## config.mk

```make
export PLATFORM = sky130hd
export DESIGN_NAME = perf_trigger_master
export DESIGN_NICKNAME = d
export VERILOG_FILES = /design/src/rtl/perf_trigger_master.sv
export SDC_FILE = /design/constraint.sdc
export NUM_CORES = 1
export LEC_CHECK = 0
export ABC_CLOCK_PERIOD_IN_PS = 2600
export BUFFER_PORTS_ARGS = -buffer_cell sky130_fd_sc_hd__buf_2
export CAP_MARGIN = 10
export CORE_MARGIN = 5
export CORE_UTILIZATION = 37
export CTS_BUF_LIST = sky130_fd_sc_hd__clkbuf_16
export CTS_CLUSTER_DIAMETER = 30
export CTS_CLUSTER_SIZE = 16
export DETAILED_ROUTE_END_ITERATION = 16
export PLACE_DENSITY = 0.7
export REMOVE_ABC_BUFFERS = 1
export SLEW_MARGIN = 20
export SYNTH_ARGS = -nofsm -noshare
export SYNTH_HDL_FRONTEND = slang
export SYNTH_SLANG_ARGS = --single-unit
```

## constraint.sdc

```tcl
create_clock -name clk -period 2.6 [get_ports clk]
set_clock_uncertainty 0.2 [all_clocks]
set_input_delay 0.26 -clock clk [delete_from_list [all_inputs] [get_ports clk]]
set_output_delay 0.26 -clock clk [all_outputs]
set_load 0.005 [all_outputs]
```

## src/rtl/perf_trigger_master.sv

```systemverilog
// Turns hardware start/stop/global-reset pulses into Avalon-MM writes to the perf counter slave.
// Latency: pulse in cycle c reaches the bus in cycle c+2; at most one write per two cycles.
// Backpressure: waitrequest holds address/writedata/write; pulses arriving while busy queue as pending flags.
// PERF_TRIG_DROP_CNT_EN enables the saturating drop_count; otherwise drop_count reads 0.
module perf_trigger_master #(
    parameter int NUM_SECTIONS = 4,
    parameter int ADDR_W       = 4,
    parameter int DATA_W       = 32
) (
    input  logic                    clk,
    input  logic                    reset_n,
    input  logic [NUM_SECTIONS-1:0] sec_start,
    input  logic [NUM_SECTIONS-1:0] sec_stop,
    input  logic                    greset_req,
    input  logic                    drop_clr,
    input  logic                    waitrequest,
    output logic [ADDR_W-1:0]       address,
    output logic                    write,
    output logic                    begintransfer,
    output logic [DATA_W-1:0]       writedata,
    output logic                    busy,
    output logic                    drop_flag,
    output logic [7:0]              drop_count
);
    localparam int NREQ = 2 * NUM_SECTIONS + 1;

    typedef enum logic [1:0] {IDLE, XFER, HOLD} state_t;

    state_t            state_q, state_d;
    logic [NREQ-1:0]   pend_q, pend_d;
    logic [NREQ-1:0]   pulse, grant, drop_vec;
    logic [ADDR_W-1:0] address_q, address_d;
    logic [DATA_W-1:0] writedata_q, writedata_d;
    logic              write_q, write_d;
    logic              bt_q, bt_d;
    logic              drop_flag_q, drop_flag_d;
    logic              found;
    int                gnt_idx;
    int                sel_addr;

    always_comb begin
        // Bit 0 is greset, then stops, then starts: lowest index wins.
        pulse   = {sec_start, sec_stop, greset_req};
        found   = 1'b0;
        gnt_idx = 0;
        for (int i = 0; i < NREQ; i++) begin
            if (!found && pend_q[i] && state_q == IDLE) begin
                found   = 1'b1;
                gnt_idx = i;
            end
        end
        grant = found ? (NREQ'(1) << gnt_idx) : '0;

        if (gnt_idx == 0)
            sel_addr = 0;
        else if (gnt_idx <= NUM_SECTIONS)
            sel_addr = 4 * (gnt_idx - 1);
        else
            sel_addr = 4 * (gnt_idx - 1 - NUM_SECTIONS) + 1;

        // A pulse landing on its own grant cycle re-arms the flag instead of dropping.
        pend_d      = (pend_q & ~grant) | pulse;
        drop_vec    = pulse & pend_q & ~grant;
        drop_flag_d = drop_clr ? 1'b0 : (drop_flag_q | (|drop_vec));

        state_d     = state_q;
        address_d   = address_q;
        writedata_d = writedata_q;
        write_d     = write_q;
        bt_d        = 1'b0;
        case (state_q)
            IDLE: begin
                if (found) begin
                    state_d     = XFER;
                    address_d   = ADDR_W'(sel_addr);
                    writedata_d = (gnt_idx == 0) ? DATA_W'(1) : '0;
                    write_d     = 1'b1;
                    bt_d        = 1'b1;
                end
            end
            XFER: begin
                if (waitrequest) begin
                    state_d = HOLD;
                end else begin
                    state_d = IDLE;
                    write_d = 1'b0;
                end
            end
            HOLD: begin
                if (!waitrequest) begin
                    state_d = IDLE;
                    write_d = 1'b0;
                end
            end
            default: begin
                state_d = IDLE;
                write_d = 1'b0;
            end
        endcase
    end

    always_ff @(posedge clk) begin
        if (!reset_n) begin
            state_q     <= IDLE;
            pend_q      <= '0;
            address_q   <= '0;
            writedata_q <= '0;
            write_q     <= 1'b0;
            bt_q        <= 1'b0;
            drop_flag_q <= 1'b0;
        end else begin
            state_q     <= state_d;
            pend_q      <= pend_d;
            address_q   <= address_d;
            writedata_q <= writedata_d;
            write_q     <= write_d;
            bt_q        <= bt_d;
            drop_flag_q <= drop_flag_d;
        end
    end

`ifdef PERF_TRIG_DROP_CNT_EN
    logic [7:0] drop_count_q, drop_count_d;
    int         drop_sum;

    always_comb begin
        drop_sum = int'(drop_count_q) + $countones(drop_vec);
        if (drop_clr)
            drop_count_d = '0;
        else if (drop_sum > 255)
            drop_count_d = 8'hFF;
        else
            drop_count_d = 8'(drop_sum);
    end

    always_ff @(posedge clk) begin
        if (!reset_n)
            drop_count_q <= '0;
        else
            drop_count_q <= drop_count_d;
    end

    assign drop_count = drop_count_q;
`else
    assign drop_count = 8'd0;
`endif

    assign address       = address_q;
    assign writedata     = writedata_q;
    assign write         = write_q;
    assign begintransfer = bt_q;
    assign drop_flag     = drop_flag_q;
    assign busy          = (state_q != IDLE) || (|pend_q);
endmodule

```

Word level (Yosys, flattened, before mapping) --
Index checks and enable logic that the tools add are counted.
Storage, ports and cells: bits in registers 50, output and inout port bits 48, word-level logic and storage cells 90, bits of input ports 13
Cells by class: eq/ne operators 5, order comparisons 1, bitwise logic cells 7, reduce and logical (&&, ||, !) cells 37, shift operators 1, multiplexer cells 29, add/subtract/negate cells 3
Operators with widths (number):
- 2-to-1 mux 32 bit | 7
- <= comparator 32 x 4 -> 1 bit, second input constant | 1
- logical NOT 32 bit | 1
- << shifter 1 x 32 -> 9 bit, first input constant | 1
- bitwise AND 9 bit | 3
- OR reduction 9 bit | 2
- logical AND 1 bit | 17
- 2-to-1 mux 1 bit | 14
- 2-to-1 mux 9 bit | 1
- NOT 9 bit | 1
- OR 9 bit | 1
- logical NOT 1 bit | 8
- 2-to-1 mux 4 bit | 2
- AND reduction 2 bit | 4
- 2-to-1 mux 2 bit | 3
- != test 2 bit, second input constant | 3
- one-hot mux 2 bit (3 select lines) | 1
- adder 4 x 2 -> 4 bit, second input constant | 1
- OR reduction 2 bit | 2
- equality test 2 x 1 -> 1 bit, second input constant | 1
- equality test 2 bit, second input constant | 1
- logical NOT 2 bit | 1
- one-hot mux 1 bit (2 select lines) | 1
- nonzero test 2 bit | 1
- other kinds (5) | 5

Longest topological paths before layout --
depth in word-level cells 41, depth in mapped cells 8, depth with buffers taken out 7

Least setup slack after synthesis --
OpenSTA, ideal clock, no wires.
path kind flip-flop to flip-flop, start register state_q[0], end register drop_flag_q (netlist: drop_flag), buffers on the path 0, slack 0.763 ns, data arrival time 1.501 ns, setup time 0.136 ns, clock period less this slack 1.837 ns, data required time 2.264 ns, cell stages (with the launch flop) 8, cell sequence dfxtp_1 inv_1 ha_1 or3b_4 nand2_1 nand2_1 a2111oi_2 a311oi_1
On the way: cells in the longest elaborated chain, start to end 41, elaborated cells on any way between the ends 49, classes of those cells 1 x shift; 18 x mux; 3 x bitwise; 27 x reduce/logical
Ends and longest elaborated chain:
- start, declared | line 29 | state_t state_q, state_d;
- start signal, assigned | line 112 | state_q <= state_d;
- logical NOT 2 bit * | line 47 | if (!found && pend_q[i] && state_q == IDLE) begin
- logical AND 1 bit | line 47
- 2-to-1 mux 1 bit | line 47
- logical NOT 1 bit | line 47
- logical AND 1 bit (2 in series) | line 47
- 2-to-1 mux 1 bit | line 47
- logical NOT 1 bit | line 47
- logical AND 1 bit (2 in series) | line 47
- [... 22 more ...]
- logical AND 1 bit (2 in series) | line 47
- 2-to-1 mux 32 bit | line 47
- << shifter 1 x 32 -> 9 bit | line 52 | grant = found ? (NREQ'(1) << gnt_idx) : '0;
- 2-to-1 mux 9 bit * | line 52
- NOT 9 bit * | line 63 | drop_vec = pulse & pend_q & ~grant;
- bitwise AND 9 bit * | line 63
- OR reduction 9 bit * | line 64 | drop_flag_d = drop_clr ? 1'b0 : (drop_flag_q | (|drop_vec));
- OR 1 bit * | line 64
- end signal, assigned | line 118 | drop_flag_q <= drop_flag_d;
- end, declared | line 36 | logic drop_flag_q, drop_flag_d;
Mark *: on every way between the ends. The rest lies on a longest branch, timed or not. A chain may end at the register's enable or synchronous reset.

Worst setup path after layout --
start register state_q[0], end output port busy
On the way: cells in the longest elaborated chain, start to end 2
Ends and longest elaborated chain:
- nonzero test 2 bit | line 153 | assign busy = (state_q != IDLE) || (|pend_q);
- logical OR 1 bit | line 153
- end, declared | line 21 | output logic busy,
No other way between the ends.

==> impl_metrics.json <==
{
  "outcome": "complete, no violations",
  "design_area_um2": 1340,
  "finalCritPeriodShare_pct": 88.1,
  "synth.distinct_cells": 38,
  "clk_latency_ns": 0.24,
  "synth_ff_type": "dfxtp_1",
  "pin_count": 61,
  "drcViolationCount": 0,
  "setup_viol": 0,
  "synth-seq-cells": 18,
  "grtUsageTotal_pct": 10.7,
  "grt_pass1_wl_mm": 3.94,
  "nets": 199,
  "tns_ns": 0,
  "wirelength_mm": 2.39,
  "syn_inst": 163,
  "syn_area_um2": 1280,
  "synthArstFlopShare_pct": 0,
  "cts_tree": "built",
  "htreeDepth": 1,
  "fin_ws_ns": 0.310,
  "seqCellArea_um2": 360,
  "port_buffers": 20,
  "ant_nets": 0,
  "die_h_um": 68.7,
  "grt_pass1_vias": 933,
  "r2r_cells": 7,
  "cpPeakStageDelay_ns": 0.37,
  "grt_max_degree": 17,
  "timing.final.hold_violations": 0,
  "avgSynthCellArea_um2": 7.83,
  "via_per_inst": 4.40,
  "gp_congestion": 0.820,
  "p_leak_uw": 0.000635,
  "firstDrtPassIters": 4,
  "die_w_um": 68.7,
  "dp_cells": 222,
  "r2r_slack_ns": 0.38,
  "core_area_um2": 3340,
  "maxCapViolCount": 0,
  "finalNonFillerCells": 227,
  "fmax_mhz": 437,
  "r2r_start": "state_q[0]$_SDFFE_PN0P_",
  "drtIter0Drc": 40,
  "nFillCells": 371,
  "crit_fanout": 11,
  "powerDensity_nw_per_um2": 593,
  "final_common_cell": "conb_1",
  "clk_pin_slew_ns": 0.05,
  "path_cells": "inv_1, ha_1, nor3b_4, nand4b_1, buf_2",
  "vias": 998,
  "total_power_uw": 796,
  "synthTopCellsByArea": "dfxtp_1, buf_4, a21oi_1",
  "path_class": "reg -> out",
  "tightest_slew_ns": 0.508,
  "rsz0062_at_grt": "no",
  "cp-end-kind": "output port",
  "start_util_pct": 38.2,
  "placed_cell_area_um2": 1250,
  "die-area_um2": 4720,
  "syn_to_final_growth_pct": 5.20,
  "antenna_found_initial": 0,
  "drive_gt1_share_pct": 15.5,
  "antenna_cells": 0,
  "fin_crit_ns": 2.29,
  "cts_root_buf": "clkbuf_16",
  "synth_top_area_share_pct": 28.2,
  "critPathSlowestCell": "ha_1",
  "gr-total-overflow": 0,
  "crit_end": "busy",
  "numCtsBuffers": 3,
  "ys_warn_count": 0,
  "yosysTopAreaCell": "dfxtp_1",
  "cp-start-kind": "register",
  "wl_per_cell_um": 10.5,
  "rows": 21,
  "multi_input_area_um2": 706,
  "clockBufferDepth": 2,
  "postCtsSetupBuffers": 0,
  "synth_edf_count": 0,
  "synth_seq_area_share_pct": 28.2,
  "maxSlewViolCount": 0,
  "clock_sinks": 18,
  "min_path_type": "in -> reg",
  "timing.critical_path.from": "state_q[0]$_SDFFE_PN0P_",
  "final_cell_mix": "conb_1, buf_2, dfxtp_1",
  "irDropWorstVdd_mv": 0.218,
  "dp_hpwl_mm": 1.92,
  "place_ws_ns": 0.373,
  "crit_required_ns": 2.14,
  "max_slew_margin_pct": 66.1,
  "reg2reg_to": "drop_flag$_SDFF_PP0_",
  "cp.arrival_ns": 1.83
}
==> area by class of cell <==
cell class              instances  share of cell area, %
repair buffers                 21                   8.20
clock buffers                   3                   5.59
clock inverters                 1                  0.280
inverters                       8                   2.24
flip-flops and latches         18                   26.8
well taps                      46                   4.29
multi-input cells             130                   52.6
==> Yosys cell counts (all sizes together) (3+ instances only) <==
cell,number
buf,43
a21oi,18
dfxtp,18
nor2,15
nand2,13
inv,8
o21ai,7
nand3,6
ha,4
clkbuf,3
nor3,3
==> power by group <==
group / internal, µW / switching (µW)
logic: 69.2 / 91.9
registers: 302 / 30.3
clock network: 204 / 99.1
==> sequential cells by signal (all words and copies together) (netlist names) <==
signal and count:
state_q 2, drop_flag 1, begintransfer 1, writedata 1
write 1, address 3, pend_q 9
==> through the flow <==
| step | utilization (%) | hold slack, ns |
|---|---|---|
| 2_1_floorplan | - | 0.132 |
| 3_3_place_gp | 37.4 | 0.231 |
| 3_5_place_dp | 37.4 | 0.231 |
| 4_1_cts | 40.0 | 0.0410 |
| 5_1_grt | 40.2 | 0.0429 |
| 6_report | 40.2 | 0.0401 |
==> cells by family after synthesis <==
family,after synthesis,synth area share (%)
compound gates,38,19.3
simple gates,48,19.8
fa+ha+maj,4,3.92
other cells,1,0.294
flops,18,28.2
buf+inv,54,28.4
==> routing by layer <==
layer | vias to the layer above | GRT usage (%) | share of wire (%)
met3 | 4 | 1.94 | 12
met4 | 0 | 4.14 | 0.88
met5 | - | 0 | 0
met2 | 44 | 17.8 | 45
met1 | 440 | 13.8 | 43
li1 | 510 | - | -
==> critical path, delay by kind of cell, from the launching register on <==
kind	cells	cell delay, ns
simple gates	2	0.59
buf+inv	2	0.30
flops	1	0.32
fa+ha+maj	1	0.37
==> repair_timing <==
action                                  4_1_cts  5_1_grt
gates resized for setup                       0        1
hold buffers                                  1        0
hold endpoints to repair                      1        0
endpoints found under the setup margin        0        1
==> how the worst min path moves through the flow <==
| stage | startpoint | end | slack [ns] | cells past startpoint |
|---|---|---|---|---|
| 6_report | sec_stop[3] | pend_q[4]$_SDFF_PN0_ | 0.04 | 3 |
| 5_1_grt | greset_req | pend_q[0]$_SDFF_PN0_ | 0.04 | 3 |
| 4_1_cts | sec_stop[3] | pend_q[4]$_SDFF_PN0_ | 0.04 | 3 |
| 3_5_place_dp | drop_clr | drop_flag$_SDFF_PP0_ | 0.23 | 2 |
| 3_3_place_gp | drop_clr | drop_flag$_SDFF_PP0_ | 0.23 | 2 |
| 2_1_floorplan | drop_clr | drop_flag$_SDFF_PP0_ | 0.13 | 1 |
(Power assumes the default switching activity.)
